===== src/rtl/bram_capture_ctrl.sv =====
// Capture controller: optional threshold trigger, decimation, and packing of
// two 16-bit samples per 32-bit BRAM word, with done flag and interrupt.
module bram_capture_ctrl #(
  parameter int unsigned ADDR_W = 12
) (
  input  logic              clk,
  input  logic              rst,
  input  logic [15:0]       i_data,
  input  logic              i_valid,
  input  logic              i_start,
  input  logic              i_trig_mode,
  input  logic [15:0]       i_trig_level,
  input  logic [31:0]       i_capture_len,
  input  logic [15:0]       i_decim,
  output logic [ADDR_W+1:0] o_bram_addr,
  output logic [31:0]       o_bram_din,
  output logic [3:0]        o_bram_we,
  output logic              o_bram_en,
  output logic              o_busy,
  output logic              o_done,
  output logic              o_irq,
  output logic [31:0]       o_count
);

  typedef enum logic [1:0] {IDLE, WAIT_TRIG, CAPTURE, DONE} state_t;

  localparam logic [31:0] MAX_LEN = 32'd1 << (ADDR_W + 1);

  state_t            state;
  logic [31:0]       len;
  logic [15:0]       decim;
  logic [15:0]       dcnt;
  logic [ADDR_W-1:0] word_idx;
  logic              half;
  logic [15:0]       first_s;
  logic [15:0]       prev;
  logic              prev_valid;
  logic              last_wr;

  logic        trig_hit;
  logic        dadv;
  logic        take;
  logic [31:0] cnt_next;
  logic        is_last;
  logic [31:0] len_in;

  always_comb begin
    len_in   = (i_capture_len > MAX_LEN) ? MAX_LEN : i_capture_len;
    trig_hit = (state == WAIT_TRIG) && i_valid && prev_valid &&
               ($signed(prev) < $signed(i_trig_level)) &&
               ($signed(i_data) >= $signed(i_trig_level));
    // The triggering sample is the first valid sample seen by the decimator.
    dadv     = trig_hit || ((state == CAPTURE) && !last_wr && i_valid);
    take     = dadv && (dcnt == 16'd0);
    cnt_next = o_count + 32'd1;
    is_last  = (cnt_next == len);
  end

  always_ff @(posedge clk) begin
    if (rst) begin
      state       <= IDLE;
      len         <= '0;
      decim       <= '0;
      dcnt        <= '0;
      word_idx    <= '0;
      half        <= 1'b0;
      first_s     <= '0;
      prev        <= '0;
      prev_valid  <= 1'b0;
      last_wr     <= 1'b0;
      o_bram_addr <= '0;
      o_bram_din  <= '0;
      o_bram_we   <= '0;
      o_bram_en   <= 1'b0;
      o_busy      <= 1'b0;
      o_done      <= 1'b0;
      o_irq       <= 1'b0;
      o_count     <= '0;
    end else begin
      o_bram_en <= 1'b0;
      o_bram_we <= '0;
      o_irq     <= 1'b0;

      case (state)
        IDLE, DONE: begin
          if (i_start) begin
            len        <= len_in;
            decim      <= i_decim;
            o_count    <= '0;
            word_idx   <= '0;
            half       <= 1'b0;
            dcnt       <= '0;
            prev_valid <= 1'b0;
            last_wr    <= 1'b0;
            if (len_in == 32'd0) begin
              state  <= DONE;
              o_done <= 1'b1;
              o_irq  <= 1'b1;
              o_busy <= 1'b0;
            end else begin
              state  <= i_trig_mode ? WAIT_TRIG : CAPTURE;
              o_done <= 1'b0;
              o_busy <= 1'b1;
            end
          end
        end
        WAIT_TRIG: begin
          if (i_valid) begin
            prev       <= i_data;
            prev_valid <= 1'b1;
          end
          if (trig_hit) state <= CAPTURE;
        end
        CAPTURE: begin
          if (last_wr) begin
            state  <= DONE;
            o_busy <= 1'b0;
            o_done <= 1'b1;
            o_irq  <= 1'b1;
          end
        end
        default: state <= IDLE;
      endcase

      if (dadv) dcnt <= (dcnt == decim) ? 16'd0 : dcnt + 16'd1;

      if (take) begin
        o_count <= cnt_next;
        last_wr <= is_last;
        if (half || is_last) begin
          o_bram_en   <= 1'b1;
          o_bram_we   <= 4'hF;
          o_bram_addr <= {word_idx, 2'b00};
          o_bram_din  <= half ? {i_data, first_s} : {16'h0000, i_data};
          word_idx    <= word_idx + 1'b1;
          half        <= 1'b0;
        end else begin
          first_s <= i_data;
          half    <= 1'b1;
        end
      end
    end
  end

endmodule


===== config.mk =====
export PLATFORM = sky130hd
export DESIGN_NAME = bram_capture_ctrl
export DESIGN_NICKNAME = d
export VERILOG_FILES = /design/src/rtl/bram_capture_ctrl.sv
export SDC_FILE = /design/constraint.sdc
export NUM_CORES = 1
export LEC_CHECK = 0
export CAP_MARGIN = 20
export CORE_MARGIN = 8
export CORE_UTILIZATION = 49
export CTS_BUF_LIST = sky130_fd_sc_hd__clkbuf_4 sky130_fd_sc_hd__clkbuf_8 sky130_fd_sc_hd__clkbuf_16
export DETAILED_ROUTE_END_ITERATION = 7
export PLACE_DENSITY_LB_ADDON = 0.1
export SKIP_LAST_GASP = 1
export SYNTH_ARGS = -nofsm -noshare
export SYNTH_HDL_FRONTEND = slang
export SYNTH_SLANG_ARGS = --single-unit
export TNS_END_PERCENT = 50

===== constraint.sdc =====
create_clock -name clk -period 3.48 [get_ports clk]
set_input_delay 0.348 -clock clk [delete_from_list [all_inputs] [get_ports clk]]
set_output_delay 0.348 -clock clk [all_outputs]
set_load 0.1 [all_outputs]

==> Flow_metrics.wiki, run 1 <==
{| class="wikitable"
! Metric !! Value
|-
| Result of the run || finished, final reports clean
|-
| Max incr delay on CP || 0.60 ns
|-
| Final Instance Count excl. Fillers || 1,706
|-
| Area growth, synth to finish || 29.5%
|-
| Syn Area/Cell || slightly above 8 µm²
|-
| Worst setup SP type || register
|-
| Final std cell area, no fill || 13,200 µm²
|-
| Cell with the largest stage delay on the worst path || sky130_fd_sc_hd__or4_4
|-
| Leakage || 0.00499 µW
|-
| Floorplan die area || 25,600 µm²
|-
| Die W || ~160 µm
|-
| Post-synth ARST share || 0
|-
| Iteration-0 DRC count of the detailed router || between 600 and 700
|-
| Aggregate routed wire length || between 30,000 and 40,000 µm
|-
| Total grt overflow || 0
|-
| Setup skew after layout || around 0.0089 ns
|-
| Max-slew headroom at the worst pin || 0.272
|-
| Prevailing post-synth register cell || sky130_fd_sc_hd__dfxtp_1
|-
| Max H-tree Level || 4
|-
| Crit-path leading delay family || simple AND/OR/NAND/NOR gates
|-
| P per Cell Area || between 400 and 500 nW/µm²
|-
| Initial standard-cell utilization of the core || 0.501
|-
| Kind of path behind the tightest hold check || in -> reg
|-
| Worst slew pin tran || roughly 1.1 ns
|-
| Initial antenna violation count || 0
|-
| Total of flip-flops plus latches after synthesis || a little under 200
|-
| Die height || between 150 and 200 µm
|-
| Core area || 20,300 µm²
|-
| DRC viols || 0
|-
| Vias per cell || a little under 6
|-
| Number of standard cells after synthesis || roughly 1,300
|-
| Worst hold slack || roughly 0.42 ns
|-
| Length of routed met2 wiring || about 15,000 µm
|-
| Maximum count of clock buffers along a single path || 2
|-
| Global-route wire length before repair || approximately 50,000 µm
|-
| IO Port Bufs || 168
|-
| Pin count of the biggest net entering global routing || 58
|-
| CP Cell Sequence || ha_1 > and4_2 > nand4_1 > xnor2_1 > a211oi_1 > buf_4 > nand4_1 > or4_4 > o21bai_4 > a21oi_1 > buf_4 > a22o_1
|-
| Core occupancy in the finished layout || 0.648
|-
| Max-capacitance violation count || 0
|-
| Share of the clock period used by the worst path || 0.977
|-
| Register clock-pin slew on the reported worst setup and hold paths || 0.07 ns
|-
| Uppermost routed layer || met4
|-
| Ant diodes || 0
|-
| Half-perimeter wire length of the detailed placement result || 22,200 µm
|-
| Most common cell after layout, fill and taps aside || sky130_fd_sc_hd__dfxtp_1
|-
| Sequential share of the synthesized area || 0.380
|-
| Initial DRT Pass Iterations || 5
|-
| Crit path arrival time || 3.72 ns
|-
| Critical Path Fanout Max || 7
|-
| Warning count from the yosys run || 0
|-
| Remaining number of nets flagged by the antenna check after routing || 0
|-
| Layout cell share with drive strength beyond 1 || 0.109
|-
| Worst EP required || 3.80 ns
|-
| # nets final || 1,545
|-
| Fin crit period || between 3 and 4 ns
|-
| DR WL met3 || roughly 1700 µm
|-
| VDD IR-drop max || about 0.00056 V
|-
| Critical path class || reg -> reg
|-
| Wire length on met1 || around 14,000 µm
|-
| Final count of hold timing violations || 0
|-
| Via total after detailed routing || approximately 10,000
|-
| Syn Std Cell Area || 10,200 µm²
|-
| Most frequent cells in the layout || 169 x sky130_fd_sc_hd__dfxtp_1, 167 x sky130_fd_sc_hd__clkdlybuf4s50_1, 152 x sky130_fd_sc_hd__a21oi_1
|-
| Clock Sinks || between 150 and 200
|-
| Vias in the first global route || between 9,000 and 10,000
|-
| Overall power || around 6000 µW
|-
| Root buffer selected by CTS || sky130_fd_sc_hd__clkbuf_16
|-
| CTS Hold Bufs || 0
|-
| Buffers plus inverters on the worst setup path || 2
|-
| GRT Resource Usage Total || 0.233
|-
| Detail-routed net length per standard cell || between 15 and 20 µm
|-
| # setup viols final || 0
|-
| Number of buffers added by the clock tree synthesis step || 17
|-
| CTS tree || built
|-
| Yosys cell types || 71
|-
| Worst setup EP type || register
|-
| Number of synthesized flops with an enable pin || 0
|-
| Clk_lat worst skew || between 0.4 and 0.5 ns
|-
| Number of primary I/O pins || approximately 170
|-
| Instance area after placement || between 10,000 and 15,000 µm²
|-
| Number of placed cells counting well taps || 1,672
|-
| Peak Freq || between 0.2 and 0.3 GHz
|-
| Final-report max-slew violation count || 0
|-
| Routability Congestion || between 0.9 and 1
|-
| Standard-cell row count || 52
|}
==> synth_stat cells (all sizes together), types with 19 or more instances <==
master	count	area, µm²
nor3	29	165
xor2	34	298
a21oi	153	766
or3	19	119
nand4	27	184
o21ai	79	395
mux2i	23	230
nor2	84	315
nand2	114	428
inv	31	116
nand3	63	320
buf	29	173
clkbuf	64	240
dfxtp	193	3860
xnor2	25	219
and3	31	194
ha	37	463
==> power by group <==
part	internal [µW]	switching [µW]	total [µW]
registers	2320	69.5	2380
logic	559	1040	1600
clock network	1120	881	2000
==> timing repair <==
action / CTS / global route
setup endpoints to repair: 0 / 67
gates resized for setup: 0 / 6
setup buffers: 0 / 1
==> path summary, 6_finish.rpt <==
check	start	end	slack (ns)	cells after the start
max	o_count[0]	o_bram_din[24]	0.08	12
min	rst	decim[15]	0.42	2
max reg2reg	o_count[0]	o_bram_din[24]	0.08	12
min reg2reg	prev[0]	prev[0]	0.46	2
==> layout make-up <==
class,instances,area (µm²)
Fill cell,1809,7140
Sequential cell,193,3900
Timing Repair Buffer,246,2400
Tap cell,270,338
Multi-Input combinational cell,934,5810
Clock inverter,12,131
Inverter,31,116
Clock buffer,20,465
==> per-layer routing <==
layer | vias to the layer above | global-route usage
li1 | 4868 | -
met1 | 4797 | 0.301
met2 | 280 | 0.396
met3 | 26 | 0.0414
met4 | 0 | 0.0582
met5 | - | 0
==> logic make-up (layout without fill, tap and decap cells) <==
kind of cell,count (synthesis),count (layout),synth area share
AND/OR/NAND/NOR,466,466,0.241
AO/OA/AOI/OAI,346,346,0.206
flip-flops,193,193,0.380
buffers and inverters,124,309,0.0521
XOR/XNOR,59,59,0.0508
adder cells (fa/ha/maj),37,37,0.0455
multiplexers,24,24,0.0238
other,1,2,0.000369
==> stage by stage <==
step,worst slack [ns],setup TNS [ns]
floorplan,0.0421,0
global placement,-0.0812,-1.01
detailed placement,-0.193,-6.26
CTS,0.000976,0
global route,-0.0136,-0.0619
finish,0.0807,0
==> flip-flops by register name, indices dropped and copies added (netlist names) <==
name         flops
o_done           1
half             1
word_idx        12
first_s         16
decim           16
o_bram_we        1
dcnt            16
o_bram_addr     12
o_irq            1
o_count         32
o_busy           1
prev_valid       1
last_wr          1
state            2
len             32
prev            16
o_bram_din      32
Note: power is estimated with default switching activity, not from simulation.
==> run 2: changes to the inputs <==
--- a/config.mk
+++ b/config.mk
@@ -9,8 +9,10 @@
 export CORE_MARGIN = 8
 export CORE_UTILIZATION = 49
 export CTS_BUF_LIST = sky130_fd_sc_hd__clkbuf_4 sky130_fd_sc_hd__clkbuf_8 sky130_fd_sc_hd__clkbuf_16
+export CTS_CLUSTER_SIZE = 12
 export DETAILED_ROUTE_END_ITERATION = 7
 export PLACE_DENSITY_LB_ADDON = 0.1
+export REMOVE_ABC_BUFFERS = 1
 export SKIP_LAST_GASP = 1
 export SYNTH_ARGS = -nofsm -noshare
 export SYNTH_HDL_FRONTEND = slang
==> run 2 against run 1 <==
  * Non-clock buffer count is 14 higher
  * Critical endpoint is now o_bram_din[23]
  * Flip-flop and latch count unchanged
  * Worst hold slack improved by 0.028 ns
  * Critical path type unchanged
==> Flow_metrics.wiki, run 2 (synthesized netlist as in run 1, its figures left out) <==
{| class="wikitable"
! Metric !! Value
|-
| Total grt overflow || 0
|-
| Result of the run || finished, final reports clean
|-
| Clock Sinks || 193
|-
| Grt met3 use || 0.0537
|-
| Setup skew after layout || around 0.015 ns
|-
| Max-slew headroom at the worst pin || 0.280
|-
| IO Port Bufs || roughly 170
|-
| VDD IR-drop max || 0.000416 V
|-
| Max incr delay on CP || roughly 0.5 ns
|-
| CTS tree || built
|-
| Routing usage on met2 || 0.381
|-
| Final count of hold timing violations || 0
|-
| Clk_lat worst skew || between 0.4 and 0.5 ns
|-
| Critical path class || reg -> reg
|-
| Initial standard-cell utilization of the core || 0.501
|-
| Floorplan die area || ~26,000 µm²
|-
| Fin crit period || about 3.4 ns
|-
| Register clock-pin slew on the reported worst setup and hold paths || 0.08 ns
|-
| Worst slew pin tran || roughly 1.1 ns
|-
| Number of buffers added by the clock tree synthesis step || 17
|-
| Worst setup EP type || register
|-
| Aggregate routed wire length || between 20,000 and 30,000 µm
|-
| Worst setup SP type || register
|-
| Initial DRT Pass Iterations || 6
|-
| Worst hold slack || around 0.45 ns
|-
| Ant diodes || 0
|-
| Number of primary I/O pins || between 150 and 200
|-
| Worst EP required || between 3 and 4 ns
|-
| Share of the clock period used by the worst path || 0.969
|-
| Max H-tree Level || 4
|-
| Detail-routed net length per standard cell || between 15 and 20 µm
|-
| Iteration-0 DRC count of the detailed router || 865
|-
| Remaining number of nets flagged by the antenna check after routing || 0
|-
| Pin count of the biggest net entering global routing || 60
|-
| Die height || ~160 µm
|-
| DRC viols || 0
|-
| Sum of negative setup slack || 0 ns
|-
| Most crowded layer after global routing || met2
|-
| Critical Path Fanout Max || 16
|-
| Standard-cell row count || 52
|-
| Most common cell after layout, fill and taps aside || sky130_fd_sc_hd__dfxtp_1
|-
| Most frequent cells in the layout || 193 x sky130_fd_sc_hd__dfxtp_1, 167 x sky130_fd_sc_hd__clkdlybuf4s50_1, 153 x sky130_fd_sc_hd__a21oi_1
|-
| Vias per cell || approximately 5.8
|-
| Initial antenna violation count || 3
|-
| P per Cell Area || 457 nW/µm²
|-
| Kind of path behind the tightest hold check || in -> reg
|-
| Filler instances || roughly 1,800
|-
| Met1 Use GR || 0.288
|-
| CTS Hold Bufs || 0
|-
| Routability Congestion || approximately 0.92
|-
| Half-perimeter wire length of the detailed placement result || approximately 21,000 µm
|-
| Final-report max-slew violation count || 0
|-
| Peak Freq || 0.297 GHz
|-
| Crit path arrival time || roughly 3.7 ns
|-
| # nets final || ~1,600
|-
| Cell depth of the worst flop-to-flop path || 10
|-
| Root buffer selected by CTS || sky130_fd_sc_hd__clkbuf_16
|-
| Setup repair after global routing missed its margin || no
|-
| GRT Resource Usage Total || 0.230
|-
| Via total after detailed routing || ~10,000
|-
| Vias in the first global route || slightly below 10,000
|-
| Die W || 160 µm
|-
| Maximum count of clock buffers along a single path || 2
|-
| Overall power || slightly above 6000 µW
|-
| Layout cell share with drive strength beyond 1 || 0.102
|-
| Global-route wire length before repair || ~49,000 µm
|-
| Core area || between 20,000 and 25,000 µm²
|-
| Cell with the largest stage delay on the worst path || sky130_fd_sc_hd__or4_4
|-
| Max-capacitance violation count || 0
|-
| CP Cell Sequence || nand4_4 > nor3_2 > nand4_1 > mux2_2 > o22a_1 > or4_4 > o21bai_4 > a21oi_1 > buf_12 > a22o_1
|-
| # setup viols final || 0
|-
| Registers with the most flip-flops || len x32, o_bram_din x32, o_count x32
|-
| Hold-critical path depth || 2
|-
| Leakage || ~0.0050 µW
|-
| Area growth, synth to finish || 29.8%
|}
-- run 2: timing repair --
item | in CTS | in global routing
buffers inserted | 0 | 2
resized for setup | 1 | 9
pin swaps | 0 | 5
setup endpoints to repair | 8 | 72
-- run 2: stage by stage --
step | std cells | area [µm²] | util | setup WS, ns
detailed placement | 1686 | 12500 | 0.617 | -0.120
global placement | 1686 | 12500 | 0.617 | -0.113
finish | 1720 | 13200 | 0.650 | 0.109
floorplan | 1158 | 9760 | - | -2.03
CTS | 1718 | 13100 | 0.647 | 0.0456
global route | 1720 | 13200 | 0.650 | 0.00448
-- run 2: cell type report --
class,instances,area [µm²],share of cell area
clock buffer,20,448,0.0340
clock inverter,12,158,0.0120
inverter,31,116,0.00882
multi-input combinational,934,5820,0.441
sequential,193,3860,0.293
tap,270,338,0.0256
timing repair buffer,260,2450,0.186
-- run 2: path summary, 6_finish.rpt --
path,from,endpoint,slack (ns)
min reg2reg,prev[1],prev[1],0.46
max reg2reg,o_count[6],o_bram_din[23],0.11
max,o_count[6],o_bram_din[23],0.11
min,rst,dcnt[1],0.45
-- run 2: critical path: cells and delay by family (launching register included) --
kind            cells  cell delay (ns)
simple gates        4             1.38
compound gates      4             0.84
flops               1             0.48
mux                 1             0.34
buf+inv             1             0.21
-- run 2: routing by layer --
metal | up-vias | part of all wire
li1 | 4893 | -
met1 | 4717 | 0.44
met2 | 303 | 0.47
met3 | 47 | 0.069
met4 | 6 | 0.017
met5 | - | 0.0014
-- run 2: where the power goes --
part	total (µW)	leakage, µW	internal, µW	switching (µW)
clock network	2060	0.000291	1160	900
logic	1590	0.00318	557	1030
registers	2380	0.00156	2320	67.1
